File: src/rtl/icache_ctrl.sv
// Direct-mapped instruction cache with a multi-beat line-fill controller.
// Optional hit/miss statistics counters are enabled by defining ICACHE_STATS_EN.
module icache_ctrl #(
    parameter int INDEX_BITS  = 3,
    parameter int OFFSET_BITS = 2
) (
    input  logic        clk,
    input  logic        rst_n,
    input  logic        rd_en,
    input  logic [15:0] addr,
    input  logic        inv,
    output logic [15:0] instr,
    output logic        instr_vld,
    output logic        mem_re,
    output logic [15:0] mem_addr,
    input  logic        mem_rdy,
    input  logic [15:0] mem_data
`ifdef ICACHE_STATS_EN
    ,
    output logic [15:0] hit_cnt,
    output logic [15:0] miss_cnt
`endif
);
    localparam int LINES    = 1 << INDEX_BITS;
    localparam int WORDS    = 1 << OFFSET_BITS;
    localparam int TAG_BITS = 16 - INDEX_BITS - OFFSET_BITS;

    typedef enum logic {IDLE, FILL} state_t;
    state_t state, nextState;

    logic [LINES-1:0]       valid;
    logic [TAG_BITS-1:0]    tags [LINES];
    logic [15:0]            data [LINES][WORDS];

    logic [TAG_BITS-1:0]    fillTag;
    logic [INDEX_BITS-1:0]  fillIdx;
    logic [OFFSET_BITS-1:0] beatCnt;

    logic [OFFSET_BITS-1:0] addrOff;
    logic [INDEX_BITS-1:0]  addrIdx;
    logic [TAG_BITS-1:0]    addrTag;
    logic hit, lastBeat, startFill, beatDone;

    assign addrOff = addr[OFFSET_BITS-1:0];
    assign addrIdx = addr[OFFSET_BITS +: INDEX_BITS];
    assign addrTag = addr[15 -: TAG_BITS];

    assign hit       = rd_en && (state == IDLE) && valid[addrIdx] && (tags[addrIdx] == addrTag);
    assign instr_vld = hit;
    assign instr     = hit ? data[addrIdx][addrOff] : 16'h0000;

    assign mem_re   = (state == FILL);
    assign mem_addr = mem_re ? {fillTag, fillIdx, beatCnt} : 16'h0000;
    assign lastBeat = (beatCnt == OFFSET_BITS'(WORDS - 1));

    always_ff @(posedge clk or negedge rst_n) begin
        if (!rst_n) state <= IDLE;
        else        state <= nextState;
    end

    always_comb begin
        nextState = state;
        startFill = 1'b0;
        beatDone  = 1'b0;
        case (state)
            IDLE: begin
                if (rd_en && !hit && !inv) begin
                    startFill = 1'b1;
                    nextState = FILL;
                end
            end
            FILL: begin
                // Invalidate wins over a beat arriving in the same cycle.
                if (inv) begin
                    nextState = IDLE;
                end else if (mem_rdy) begin
                    beatDone = 1'b1;
                    if (lastBeat) nextState = IDLE;
                end
            end
            default: nextState = IDLE;
        endcase
    end

    always_ff @(posedge clk or negedge rst_n) begin
        if (!rst_n) begin
            valid   <= '0;
            fillTag <= '0;
            fillIdx <= '0;
            beatCnt <= '0;
        end else if (inv) begin
            valid <= '0;
        end else if (startFill) begin
            valid[addrIdx] <= 1'b0;
            fillTag        <= addrTag;
            fillIdx        <= addrIdx;
            beatCnt        <= '0;
        end else if (beatDone) begin
            beatCnt <= beatCnt + OFFSET_BITS'(1);
            if (lastBeat) valid[fillIdx] <= 1'b1;
        end
    end

    // Line storage needs no reset; the valid bits guard it.
    always_ff @(posedge clk) begin
        if (beatDone) begin
            data[fillIdx][beatCnt] <= mem_data;
            if (lastBeat) tags[fillIdx] <= fillTag;
        end
    end

`ifdef ICACHE_STATS_EN
    always_ff @(posedge clk or negedge rst_n) begin
        if (!rst_n) begin
            hit_cnt  <= 16'h0000;
            miss_cnt <= 16'h0000;
        end else begin
            if (hit && hit_cnt != 16'hFFFF)        hit_cnt  <= hit_cnt + 16'd1;
            if (startFill && miss_cnt != 16'hFFFF) miss_cnt <= miss_cnt + 16'd1;
        end
    end
`endif

endmodule
File: config.mk
export PLATFORM = sky130hd
export DESIGN_NAME = icache_ctrl
export DESIGN_NICKNAME = d
export VERILOG_FILES = /design/src/rtl/icache_ctrl.sv
export SDC_FILE = /design/constraint.sdc
export NUM_CORES = 1
export LEC_CHECK = 0
export CAP_MARGIN = 10
export CORE_MARGIN = 1.5
export CORE_UTILIZATION = 30
export DETAILED_ROUTE_END_ITERATION = 10
export DONT_BUFFER_PORTS = 1
export SLEW_MARGIN = 0
export SYNTH_ARGS = -nofsm -noshare
export SYNTH_HDL_FRONTEND = slang
export SYNTH_SLANG_ARGS = --single-unit
File: constraint.sdc
create_clock -name clk -period 3.11 [get_ports clk]
set_clock_uncertainty 0.05 [all_clocks]
set_input_delay 0.622 -clock clk [delete_from_list [all_inputs] [get_ports clk]]
set_output_delay 0.622 -clock clk [all_outputs]
set_load 0.01 [all_outputs]
-- Word-level counts from Yosys, hierarchy flattened
Memory sizes are Yosys's and may differ from the RTL's.
Cells that the tools add are included.
- register bits: 25
- memories: 2
- output and inout port bits: 34
- word-level logic and storage cells: 73
- RAM bits: 600
- memory bits (read-only): 0
- bits in latches: 0
- bits of input ports: 37
- reduce and logical (&&, ||, !) cells: 16
- muxes and demuxes: 33
- magnitude comparators: 7
- div/mod/pow operators: 0
- bitwise operators: 7
- $mul: 0
- shifts and indexed selects: 0
- $add $sub $neg: 1
- equality and inequality tests: 2
- memory list (name ; words ; width ; rd ports ; clocked after Yosys merged registers in ; write ports ; line ; source):
    data ; 8 ; 64 ; 1 ; 0 ; 1 ; 33 ; logic [15:0] data [LINES][WORDS];
    tags ; 8 ; 11 ; 1 ; 0 ; 1 ; 32 ; logic [TAG_BITS-1:0] tags [LINES];
- operators with widths (operator ; count):
    two-way mux 16 bit ; 5
    two-way mux 64 bit ; 1
    binary-select mux 16 bit (select 2 bit) ; 1
    demux 16 bit (select 2 bit) ; 1
    two-way mux 8 bit ; 4
    two-way mux 1 bit ; 15
    equality test 11 bit ; 1
    bitwise AND 8 bit ; 1
    logical AND 1 bit ; 8
    < comparator 3 x 4 -> 1 bit (second input constant) ; 2
    inverter 8 bit ; 1
    OR 8 bit ; 1
    demux 1 bit (select 3 bit) ; 2
    >= comparator 3 x 1 -> 1 bit (second input constant) ; 2
    >= comparator 3 bit (second input constant) ; 2
    inverter 2 -> 3 bit ; 2
    AND reduction 2 bit ; 3
    nonzero test 3 bit ; 2
    two-way mux 2 bit ; 2
    binary-select mux 1 bit (select 3 bit) ; 1
    < comparator 3 x 1 -> 1 bit (second input constant) ; 1
    adder 2 x 1 -> 2 bit (second input constant) ; 1
    equality test 2 bit (second input constant) ; 1
    logical NOT 1 bit ; 2
    other kinds (3) ; 4

-- Depth between registers and ports, before layout
- depth after elaboration: 11
- gate-level depth with buffers: 12

-- Least setup slack after synthesis
Ideal clock, no wire load.
- kind: in2out
- from: input port addr[2]
- to: output port instr[10]
- arrival time: 2.757 ns
- setup slack: -0.319 ns
- stages on the path: 10
- data required time: 2.438 ns
- cells stage by stage: buf_6 mux4_2 mux2i_1 xor2_1 o2111ai_1 nand4b_1 or2_1 buf_2 buf_2 a211oi_1
- cells in the longest elaborated chain, start to end: 5
- RTL lines (item ; line ; source):
    start, declared ; 10 ; input logic [15:0] addr,
    memory read (8 x 64 bit) or binary-select mux 1 bit (select 3 bit) (tied branches) ; n/a ;
    binary-select mux 16 bit (select 2 bit) or two-way mux 1 bit (tied branches) ; 50, 48 ;
    two-way mux 16 bit (implied by the code) or logical AND 1 bit (tied branches) (2 in series) ; 50, 48 ;
    two-way mux 16 bit (*) ; 50 ; assign instr = hit ? data[addrIdx][addrOff] : 16'h0000;
    end, declared ; 12 ; output logic [15:0] instr,
Mark *: on every way between the ends. The rest lies on a longest branch, timed or not. The select of a mux whose other input is x is not followed.

-- Worst setup path after layout
- from: memory tags[3][2] (netlist name)
- to: output port instr[6]
- cells in the longest elaborated chain, start to end: 4
- RTL lines (item ; line ; source):
    start, declared ; 32 ;
    memory read (8 x 11 bit) ; n/a ;
    equality test 11 bit ; 48 ; assign hit = rd_en && (state == IDLE) && valid[addrIdx] && (tags[addrIdx] == addrTag);
    logical AND 1 bit ; 48 ;
    two-way mux 16 bit ; 50 ;
No other way between the ends.

==> metrics.yaml <==
portBuffers: 0
track_usage: 0.160
synth_cells: 1408
clk_path_buf_depth: 3
slew_headroom: 0.456
min_to: "data[6][48]"
synth_most_common_cell: "edfxtp_1"
initial_core_util: 0.302
internal_power_uw: 14400
worstSkewPairLatency_ns: 0.64
cp.required_ns: 2.44
hold_viol: 0
drc: 0
yosysSeqAreaShare: 0.755
arrival_ns: 3.13
p_switching_uw: 3810
core_um2: 81700
holdWs_ns: 0.0271
fp.dieH_um: 290
root_buffer: "clkbuf_16"
ys_seq_elements: 625
clk_pin_slew_ns: 0.07
drtPass1Iterations: 5
post-place-cells: 2526
min_path_type: "in -> reg"
cts_tree: "yes"
status: "complete, but fails checks"
finalMaxSlewViolations: 0
maxCapViolations: 0
final_nets: 1587
combPwrFrac: 0.050
setup_slack_ns: -0.691
vias: 14000
p_leak_uw: 0.00949
rows: 105
synth_area_leaders: "edfxtp_1 73%, mux4_2 5.0%, mux2_2 3.1%"
setup_viol: 17
worstHoldPathCells: 0
cts.sinks: 625
io_pins: 71
grt_max_degree: 164
synth_nets: 1449
ys_types: 61
r2r_end: "valid[1]"
dieWidth_um: 290
cts_buffers: 61
rr_worst_depth: 13
finalPower_uw: 18200
period_share: 1.22
hpwl_um: 38500
post-route-util: 0.360
vdd_drop_max_uv: 470
synthArstFlopShare: 0.0400
area_growth_pct: 19.0
die_area_um2: 84000
postLayoutCellArea_um2: 29400
r2r_slack_ns: 0.14
vias_per_cell: 5.25
criticalPathCategory: "reg -> out"
switching_share: 0.209
yosys_warnings: 0
gp_congestion: 0.769
grt_pass1_wl_um: 100000
antenna_left: 0
cts-htree-levels: 2
violations: "setup timing"
grt_pass1_vias: 14400
place_area_um2: 26900
synth_top_area_frac: 0.730
synth_top_area_cell: "edfxtp_1"
pwr-share-clk: 0.431
endpoint_kind: "output pin"
wirelength_um: 67900
sequentialPowerShare: 0.519
min_from: "mem_data[0]"
ys_top_cells_by_count: "600 x edfxtp_1, 101 x nor2_1, 76 x o22ai_1, 67 x mux2_2"
netlist_area_um2: 24700
grt_overflow: 0
r2r_start: "tags[3][2]"
min_period_ns: 3.80
rsz0062_at_grt: "yes"
crit_fanout: 17
worst_pin_slew_ns: 0.816
drt_iter0_drc: 1240
p_per_area_nw_per_um2: 619
timing.fmax_mhz: 263
wl_per_cell_um: 25.4
syn_avg_cell_area_um2: 17.5
setup.worst_path.start_class: "flip-flop"
antenna_found_initial: 0
drive_gt1_frac: 0.267
synth-edff-count: 600
ys.flop_type: "edfxtp_1"
layoutNonFillerInstCount: 2671
## cell type report
| type | count | area [µm²] |
|---|---|---|
| antenna | 2 | 5.00 |
| clock buffer | 66 | 1550 |
| clock inverter | 50 | 601 |
| fill | 7632 | 52300 |
| inverter | 9 | 36.3 |
| multi-input combinational | 682 | 5770 |
| sequential | 625 | 18600 |
| tap | 1070 | 1340 |
| timing repair buffer | 167 | 1460 |
## logic make-up after synthesis
group / Yosys count / share of synthesized area
AO/OA/AOI/OAI: 289 / 0.0760
XOR/XNOR: 10 / 0.00355
adder cells (fa/ha/maj): 4 / 0.00203
buffers and inverters: 101 / 0.0195
flip-flops: 625 / 0.755
multiplexers: 184 / 0.108
AND/OR/NAND/NOR: 195 / 0.0363
## metrics by stage
step / setup TNS, ns / worst slack, ns
3_3_place_gp: -6.25 / -0.487
2_1_floorplan: -2.12 / -0.169
6_report: -10.67 / -0.691
5_1_grt: -14.11 / -0.888
3_5_place_dp: -6.56 / -0.480
4_1_cts: -14.63 / -0.705
## worst max-delay path, stage by stage (launching register included)
cell and delay (ns):
edfxtp_1 0.37, mux4_2 0.47, mux2i_1 0.17, xor2_1 0.27
o2111ai_1 0.16, nand4b_1 0.23, or2_4 0.29, buf_12 0.18
a311oi_2 0.19, buf_4 0.16
## power by group through the flow
stage / clock (µW) / sequential, µW / combinational (µW)
after floorplan: 0 / 9580 / 621
after global placement: 0 / 9620 / 822
after detailed placement: 0 / 9630 / 824
after CTS: 7950 / 9450 / 938
after global routing: 8260 / 9470 / 966
final: 7840 / 9450 / 905
## worst max path at each step
| stage | endpoint | from | slack [ns] |
|---|---|---|---|
| global placement | instr[0] | addr[2] | -0.49 |
| CTS | instr[4] | tags[3][2] | -0.71 |
| finish | instr[6] | tags[3][2] | -0.69 |
| floorplan | instr[10] | addr[2] | -0.17 |
| global route | instr[6] | tags[3][7] | -0.89 |
| detailed placement | instr[0] | addr[2] | -0.48 |
## sequential cells by signal (all words and copies together) (netlist names)
name     flops
beatCnt      2
fillIdx      3
mem_re       1
tags        88
data       512
fillTag     11
valid        8
## layer usage
| metal | GRT usage | up-vias | wire length (µm) |
|---|---|---|---|
| li1 | - | 5954 | - |
| met1 | 0.211 | 7437 | 27900 |
| met2 | 0.270 | 535 | 33400 |
| met3 | 0.0293 | 104 | 4920 |
| met4 | 0.0442 | 0 | 1650 |
| met5 | 0 | - | 0 |
## placed cells by master, fill, tap and decap left out, drive strengths merged, types with 4 or more instances in the layout
cell type    count
a221oi           7
o22ai           76
o211ai           4
clkbuf          66
nand2b           8
buf            150
dfrtp           25
clkinv          34
edfxtp         600
clkinvlp         4
mux2            77
xor2             6
inv              9
a21oi           55
nor2           101
and2            17
nand3            7
ha               4
o221ai          24
nand2           30
xnor2            4
or3              4
o21ai           48
bufinv          12
nor3             7
or2              4
mux4            55
mux2i           52
nor2b            4
a31oi           12
a22oi            6
a211oi          26
o22a             4
dlygate4sd3     17
nand3b           4
## what timing repair did
action                                  4_1_cts  5_1_grt
endpoints found under the hold margin        79        4
hold buffers                                 15        3
pin swaps                                     4        6
endpoints found under the setup margin       17       25
gates resized for setup                      24        5
buffers inserted                             18        3
No activity file was read; power rests on OpenSTA's default activity.
